$ cat src/rtl/vga_pkg.sv
// Shared VGA constants (800x600@60 timing totals) and frame-buffer arbiter types.
package vga_pkg;

    localparam int H_Tot_time = 1056;
    localparam int V_Tot_time = 628;

    localparam int FB_ADDR_W = 19;
    localparam int FB_DATA_W = 12;

    typedef enum logic [1:0] {
        ST_ACTIVE,
        ST_BLANK,
        ST_GUARD
    } fb_arb_state_t;

endpackage

$ cat src/rtl/vga_fb_rd_pipe.sv
// Display read return path: valid delay line of depth 1+MEM_LAT with registered read data.
module vga_fb_rd_pipe
    import vga_pkg::*;
#(
    parameter int DATA_W  = FB_DATA_W,
    parameter int MEM_LAT = 1
) (
    input  logic              pclk_i,
    input  logic              rst_i,
    input  logic              rd_iss_i,
    input  logic [DATA_W-1:0] mem_rdata_i,
    output logic              rd_valid_o,
    output logic [DATA_W-1:0] rd_data_o
);

    logic [MEM_LAT:0]  vld_q, vld_d;
    logic [DATA_W-1:0] data_q, data_d;

    // The bit one stage before the output marks the cycle the RAM word is on mem_rdata.
    always_comb begin
        vld_d  = {vld_q[MEM_LAT-1:0], rd_iss_i};
        data_d = vld_q[MEM_LAT-1] ? mem_rdata_i : data_q;
    end

    always_ff @(posedge pclk_i or posedge rst_i) begin
        if (rst_i) begin
            vld_q  <= '0;
            data_q <= '0;
        end else begin
            vld_q  <= vld_d;
            data_q <= data_d;
        end
    end

    assign rd_valid_o = vld_q[MEM_LAT];
    assign rd_data_o  = data_q;

endmodule

$ cat src/rtl/vga_fb_arbiter.sv
// Frame-buffer port arbiter: display reads always win; writer gets the port only in blanking,
// and is locked out during the final GUARD_CYC cycles of a line that precedes active video.
module vga_fb_arbiter
    import vga_pkg::*;
#(
    parameter int ADDR_W    = FB_ADDR_W,
    parameter int DATA_W    = FB_DATA_W,
    parameter int MEM_LAT   = 1,
    parameter int GUARD_CYC = 4
) (
    input  logic              pclk,
    input  logic              rst,
    input  logic [10:0]       hcount,
    input  logic [10:0]       vcount,
    input  logic              hblnk,
    input  logic              vblnk,
    input  logic              rd_req,
    input  logic [ADDR_W-1:0] rd_addr,
    output logic              rd_valid,
    output logic [DATA_W-1:0] rd_data,
    input  logic              wr_req,
    input  logic [ADDR_W-1:0] wr_addr,
    input  logic [DATA_W-1:0] wr_data,
    output logic              wr_ack,
    output logic              mem_en,
    output logic              mem_we,
    output logic [ADDR_W-1:0] mem_addr,
    output logic [DATA_W-1:0] mem_wdata,
    input  logic [DATA_W-1:0] mem_rdata,
    output logic [15:0]       wr_stall_cnt
);

    localparam logic [10:0] H_GUARD = 11'(H_Tot_time - GUARD_CYC);
    localparam logic [10:0] V_LAST  = 11'(V_Tot_time - 1);

    fb_arb_state_t     state_q, state_d;
    logic              guard, rd_gnt, wr_gnt;
    logic              mem_en_q, mem_en_d, mem_we_q, mem_we_d;
    logic [ADDR_W-1:0] mem_addr_q, mem_addr_d;
    logic [DATA_W-1:0] mem_wdata_q, mem_wdata_d;
    logic [15:0]       stall_q, stall_d;

    // True at the tail of any line whose successor is an active line.
    assign guard = (hcount >= H_GUARD) && (!vblnk || (vcount == V_LAST));

    always_comb begin
        state_d = state_q;
        case (state_q)
            ST_ACTIVE: if ((hblnk || vblnk) && !guard) state_d = ST_BLANK;
            ST_BLANK:  if (guard) state_d = ST_GUARD;
            ST_GUARD: begin
                if (!hblnk && !vblnk)     state_d = ST_ACTIVE;
                else if (vblnk && !guard) state_d = ST_BLANK;
            end
            default:   state_d = ST_ACTIVE;
        endcase
    end

    // The guard term closes the write window the same cycle the guard region starts.
    assign rd_gnt = rd_req;
    assign wr_gnt = (state_q == ST_BLANK) && !guard && wr_req && !rd_req;
    assign wr_ack = wr_gnt;

    always_comb begin
        mem_en_d    = rd_gnt || wr_gnt;
        mem_we_d    = wr_gnt;
        mem_addr_d  = mem_addr_q;
        mem_wdata_d = mem_wdata_q;
        if (rd_gnt) begin
            mem_addr_d = rd_addr;
        end else if (wr_gnt) begin
            mem_addr_d  = wr_addr;
            mem_wdata_d = wr_data;
        end
        stall_d = stall_q;
        if (wr_req && !wr_gnt && (stall_q != 16'hFFFF)) stall_d = stall_q + 16'd1;
    end

    always_ff @(posedge pclk or posedge rst) begin
        if (rst) begin
            state_q     <= ST_ACTIVE;
            mem_en_q    <= 1'b0;
            mem_we_q    <= 1'b0;
            mem_addr_q  <= '0;
            mem_wdata_q <= '0;
            stall_q     <= '0;
        end else begin
            state_q     <= state_d;
            mem_en_q    <= mem_en_d;
            mem_we_q    <= mem_we_d;
            mem_addr_q  <= mem_addr_d;
            mem_wdata_q <= mem_wdata_d;
            stall_q     <= stall_d;
        end
    end

    assign mem_en       = mem_en_q;
    assign mem_we       = mem_we_q;
    assign mem_addr     = mem_addr_q;
    assign mem_wdata    = mem_wdata_q;
    assign wr_stall_cnt = stall_q;

    vga_fb_rd_pipe #(
        .DATA_W  (DATA_W),
        .MEM_LAT (MEM_LAT)
    ) u_rd_pipe (
        .pclk_i      (pclk),
        .rst_i       (rst),
        .rd_iss_i    (mem_en_q && !mem_we_q),
        .mem_rdata_i (mem_rdata),
        .rd_valid_o  (rd_valid),
        .rd_data_o   (rd_data)
    );

endmodule
$ cat config.mk
export PLATFORM = sky130hd
export DESIGN_NAME = vga_fb_arbiter
export DESIGN_NICKNAME = d
export VERILOG_FILES = /design/src/rtl/vga_pkg.sv /design/src/rtl/vga_fb_rd_pipe.sv /design/src/rtl/vga_fb_arbiter.sv
export SDC_FILE = /design/constraint.sdc
export NUM_CORES = 1
export LEC_CHECK = 0
export ABC_CLOCK_PERIOD_IN_PS = 1700
export BUFFER_PORTS_ARGS = -buffer_cell sky130_fd_sc_hd__buf_4
export CORE_MARGIN = 5
export CORE_UTILIZATION = 35
export DETAILED_ROUTE_END_ITERATION = 16
export PLACE_DENSITY_LB_ADDON = 0.25
export SYNTH_ARGS = -nofsm -noshare
export SYNTH_HDL_FRONTEND = slang
export SYNTH_SLANG_ARGS = --single-unit
$ cat constraint.sdc
create_clock -name pclk -period 1.7 [get_ports pclk]
set_input_delay 0.085 -clock pclk [delete_from_list [all_inputs] [get_ports pclk]]
set_output_delay 0.085 -clock pclk [all_outputs]
set_load 0.01 [all_outputs]
Word level (Yosys, flattened, before mapping)
Cells that the tools add are included.
{"block": "op_classes", "add_sub_neg": 1, "magnitude_cmp": 1, "eq_ne": 7, "mux": 7, "bitwise": 1, "reduce_logical": 23}
{"operator": "two-way mux 19 bit", "n": 2}
{"operator": "adder 16 x 1 -> 16 bit, second input constant", "n": 1}
{"operator": "inequality test 16 bit, second input constant", "n": 1}
{"operator": "equality test 11 x 10 -> 1 bit, second input constant", "n": 1}
{"operator": "greater-or-equal comparator 11 bit, second input constant", "n": 1}
{"operator": "logical AND 1 bit", "n": 10}
{"operator": "two-way mux 2 bit", "n": 4}
{"operator": "logical NOT 1 bit", "n": 6}
{"operator": "case mux 2 bit (3 select lines)", "n": 1}
{"operator": "inequality test 2 bit, second input constant", "n": 2}
{"operator": "logical OR 1 bit", "n": 3}
{"operator": "inequality test 3 bit, second input constant", "n": 1}
{"operator": "AND reduction 3 bit", "n": 1}
{"operator": "equality test 2 x 1 -> 1 bit, second input constant", "n": 1}
{"operator": "equality test 2 bit, second input constant", "n": 1}
{"operator": "logical NOT 2 bit", "n": 1}
{"operator": "AND reduction 2 bit", "n": 1}
{"operator": "nonzero test 2 bit", "n": 1}
{"operator": "inverter 1 bit", "n": 1}
{"block": "totals", "register_bits": 65, "elab_cells": 48}

Depth between registers and ports, before layout
{"block": "logic_depth", "word_depth": 10, "mapped_depth": 7, "mapped_depth_nobuf": 6}

Modules after synthesis
Synthesis repeated with hierarchy kept, for this count alone.
{"block": "hier_totals", "hier_cells": 218, "hier_area_um2": 2939.1}
{"module": "vga_fb_arbiter", "n_inst": 1, "cells_per_inst": 190, "area_per_inst_um2": 2401.1}
{"module": "vga_fb_rd_pipe", "n_inst": 1, "cells_per_inst": 28, "area_per_inst_um2": 538.0}

Worst setup path after synthesis
Ideal clock, no wire load.
{"block": "synth_timing", "path_kind": "input port to flip-flop", "from": "in hcount[4]", "to": "reg mem_wdata_q[0] (netlist: mem_wdata[0])", "setup_ns": 0.128, "arrival_ns": 1.711, "slack_ns": -0.139, "cell_stages": 6, "cell_sequence": "a311o_1 o41ai_2 o211ai_2 nor2_1 buf_6 mux2_1"}
{"block": "synth_via", "elab_chain_len": 7}
{"element": "start: declaration", "line": "vga_fb_arbiter.sv:13", "text": "input logic [10:0] hcount,"}
{"element": "greater-or-equal comparator 11 bit", "line": "vga_fb_arbiter.sv:44", "text": "assign guard = (hcount >= H_GUARD) && (!vblnk || (vcount == V_LAST));"}
{"element": "logical AND 1 bit", "line": "vga_fb_arbiter.sv:44"}
{"element": "logical NOT 1 bit", "line": "vga_fb_arbiter.sv:61", "text": "assign wr_gnt = (state_q == ST_BLANK) && !guard && wr_req && !rd_req;"}
{"element": "logical AND 1 bit (3 in series)", "line": "vga_fb_arbiter.sv:61"}
{"element": "net wr_ack", "line": "vga_fb_arbiter.sv:24", "text": "output logic wr_ack,"}
{"element": "AND reduction 2 bit (no source line)"}
{"element": "end signal: assignment", "line": "vga_fb_arbiter.sv:92", "text": "mem_wdata_q <= mem_wdata_d;"}
{"element": "end: declaration", "line": "vga_fb_arbiter.sv:40", "text": "logic [DATA_W-1:0] mem_wdata_q, mem_wdata_d;"}
The timed path passes the listed nets, and every way through them passes these cells.
A chain may end at the register's enable or synchronous reset.

Worst setup path after layout
{"block": "layout_timing", "from": "in vcount[2]", "to": "reg mem_wdata_q[1] (netlist: mem_wdata[1])"}
{"block": "layout_via", "elab_chain_len": 8}
{"element": "start: declaration", "line": "vga_fb_arbiter.sv:14", "text": "input logic [10:0] vcount,"}
{"element": "equality test 11 x 10 -> 1 bit", "line": "vga_fb_arbiter.sv:44"}
{"element": "logical OR 1 bit", "line": "vga_fb_arbiter.sv:44"}
{"element": "logical AND 1 bit", "line": "vga_fb_arbiter.sv:44"}
{"element": "logical NOT 1 bit", "line": "vga_fb_arbiter.sv:61"}
{"element": "logical AND 1 bit (3 in series)", "line": "vga_fb_arbiter.sv:61"}
{"element": "AND reduction 2 bit (no source line)"}
No other way between the ends.

==> summary.txt <==
Timing
  – RSZ-0062 raised after global routing: false
  – Final Hold Fails: 0
  – Measured slew at the worst slew-check pin: 0.506 ns
  – Post-layout minimum cycle time: 1.61 ns
  – Final number of setup-violating endpoints: 0
  – Slew Viols, Final: 0
  – TNS Setup: 0 ns
  – Skew final: 0.0101 ns
  – Slew Limit Headroom: 66.0%
  – Period utilization: 94.7%
  – Fmax: 621 MHz

Detailed routing
  – Initial DRC count: 104
  – Routed wire length: 8750 um
  – 1st-pass router iterations: 4
  – DR WL/cell: 16.0 um
  – DR vias: 2617
  – DRC: 0
  – ANT nets after route: 0
  – Via density: 4.78

CTS
  – Root Driver: clkbuf_8
  – CTS tree: yes
  – Clk slew on worst S/H paths: 0.08 ns
  – CTS max path bufs: 2
  – Sink Count: 65
  – # H-tree levels: 3
  – CTS buffer count: 9
  – Clk_lat worst skew: 0.34 ns

Global routing
  – Overflow after GRT: 0
  – Antenna violations before repair: 0
  – Vias in the first global route: 2863
  – Tot GR Track Use: 18.4%
  – First-pass GRT wire length: 14400 um
  – Pin count of the biggest net entering global routing: 66

Critical path
  – Most used cell, CP: buf_4
  – Crit path DAT: 1.83 ns
  – Crit-path cells: buf_4 -> or4b_1 -> o31a_1 -> o211ai_2 -> nor2_4 -> buf_4 -> mux2_1
  – Required @ worst endpoint: 1.92 ns
  – Crit Path Class: in -> reg
  – CP endpoint kind: register
  – Reg-to-reg setup timing slack: 0.11 ns
  – Startpoint Class: primary input
  – Max stage delay on crit path: 0.50 ns
  – FF-to-FF Start: state_q[1]$_DFFE_PP0P_
  – R2R depth: 5
  – Slowest stage cell, crit path: or4b_1
  – Critical R2R Capture: mem_wdata[1]$_DFFE_PP0P_
  – Worst path bufs/invs: 2
  – Largest delay share family, worst path: simple AND/OR/NAND/NOR gates
  – Critical path peak fanout: 4

Power
  – Tot Pwr: 5420 uW
  – Leak pwr: 0.00235 uW
  – Maximum vdd drop: 0.475 mV
  – PwrDens: 1110 nW/um^2

Die
  – IO Pins: 153
  – FP Rows: 32
  – DIE AREA: 9920 sq um
  – Die X: 99.6 um
  – Die Height: 99.6 um
  – Core Box Area: 7770 sq um
  – Initial Utilization: 36.2%

Run
  – MaxCap Viol Count: 0

Yosys
  – Top cells by area, synth: dfrtp_1 58%, mux2_2 6.4%, a2bb2oi_1 5.9%
  – Synth area leader: dfrtp_1
  – EDFF count, synth: 0
  – Mapped cell area: 2810 sq um
  – Most common cell in the netlist: dfrtp_1
  – Post-Syn Instances: 235
  – Mapped Nets: 326
  – Yosys top cell area share: 57.9%
  – Ys flop type: dfrtp_1
  – Yosys cell types: 33
  – Synth warn: 0
  – Flop and latch count out of synthesis: 65
  – Mean area per synthesized cell: 12.0 sq um
  – Synth top cells by count: 65 x dfrtp_1, 27 x nand2_1, 20 x a21oi_1, 19 x a2bb2oi_1, 16 x mux2_2
  – Register area share after synthesis: 57.9%
  – Async SR Flop Fraction: 100%

Place
  – Routability cong.: 0.784
  – IO Port Bufs: 150
  – Dpl cells: 492
  – DP Area: 4190 sq um
  – DP HPWL: 6030 um

Cells and area
  – FILL cells: 630
  – Final instance area: 4880 sq um
  – Number of antenna diodes: 0
  – Post-layout util: 62.8%
  – Nets: 532
  – Area delta synth->final: 73.6%
  – Share of cells above drive strength 1: 46.9%
  – Cell Count, Final, Fillers Out: 548

Worst hold path
  – Min-delay src: rd_addr[3]
  – Worst min-delay path class: in -> reg
  – Worst Hold Path Cells: 2
  – Hold Crit Endpoint: mem_addr[3]$_DFFE_PP0P_

Outcome
  – Status: completed
metal layers:
metal / track usage, % / wire [um]
met5: 0 / 0
met2: 29.9 / 4190
met1: 23.7 / 3790
met3: 5.12 / 630
met4: 6.41 / 138
layout by cell type, fill, tap and decap left out, types with 3 or more instances in the layout:
cell	netlist	routed
mux2_1	9	8
clkbuf_8	0	10
nand4_1	5	5
a2bb2oi_1	19	19
buf_4	1	166
and3_1	5	5
a21oi_1	20	20
bufinv_16	0	4
dlygate4sd3_1	0	38
nand3_1	10	10
buf_12	0	3
nand2_1	27	27
dfrtp_1	65	65
mux2_2	16	16
nor2_1	6	5
nand3b_1	3	3
xnor2_1	15	15
report_power, final:
part | internal (uW) | total, uW | switching, uW | leakage [uW]
Clock | 1170 | 1810 | 639 | 0.000137
Sequential | 1840 | 2040 | 196 | 0.000780
Combinational | 921 | 1570 | 650 | 0.00143
Total | 3930 | 5420 | 1490 | 0.00235
per-stage QoR:
step	worst slack, ns	hold WS [ns]
after global routing	0.0143	0.00182
after global placement	-0.369	0.210
after CTS	0.0985	0.00393
final	0.0907	0.0156
after detailed placement	-0.438	0.218
after floorplan	-0.0217	0.220
area by class of cell:
type	count	area (sq um)	share of cell area, %
Multi-Input combinational cell	155	1150	23.5
Clock inverter	6	138	2.82
Timing Repair Buffer	207	1690	34.6
Inverter	3	15.0	0.308
Tap cell	102	128	2.62
Sequential cell	65	1630	33.4
Clock buffer	10	138	2.82
registers in the layout, indices dropped and copies added (netlist names):
name and flops:
u_rd_pipe.vld_q 2, u_rd_pipe.rd_data_o 12, state_q 2, mem_wdata 12, wr_stall_cnt 16, mem_en 1
mem_addr 19, mem_we 1
repair_timing:
action,in CTS,in global routing
hold endpoints to repair,102,0
resized for setup,1,0
setup buffers,2,0
endpoints found under the setup margin,13,0
hold buffers,38,0
cells by family after synthesis:
kind of cell | after synthesis | share of synthesized area [%]
AOI/OAI and AO/OA | 48 | 12.6
and+or+nand+nor | 65 | 11.4
muxes | 26 | 10.4
DFF | 65 | 57.9
adders and majority gates | 1 | 0.445
buffers and inverters | 15 | 2.54
xor gates and xnor gates | 15 | 4.68
worst max path at each step:
stage | from | end | cells after the start | slack (ns)
global route | vcount[2] | mem_addr[9]$_DFFE_PP0P_ | 7 | 0.01
CTS | vcount[2] | mem_wdata[1]$_DFFE_PP0P_ | 7 | 0.1
global placement | hcount[4] | mem_wdata[10]$_DFFE_PP0P_ | 6 | -0.37
finish | vcount[2] | mem_wdata[1]$_DFFE_PP0P_ | 7 | 0.09
floorplan | vcount[2] | mem_wdata[0]$_DFFE_PP0P_ | 6 | -0.02
detailed placement | hcount[4] | mem_wdata[11]$_DFFE_PP0P_ | 6 | -0.44
No activity file was read; power rests on OpenSTA's default activity.
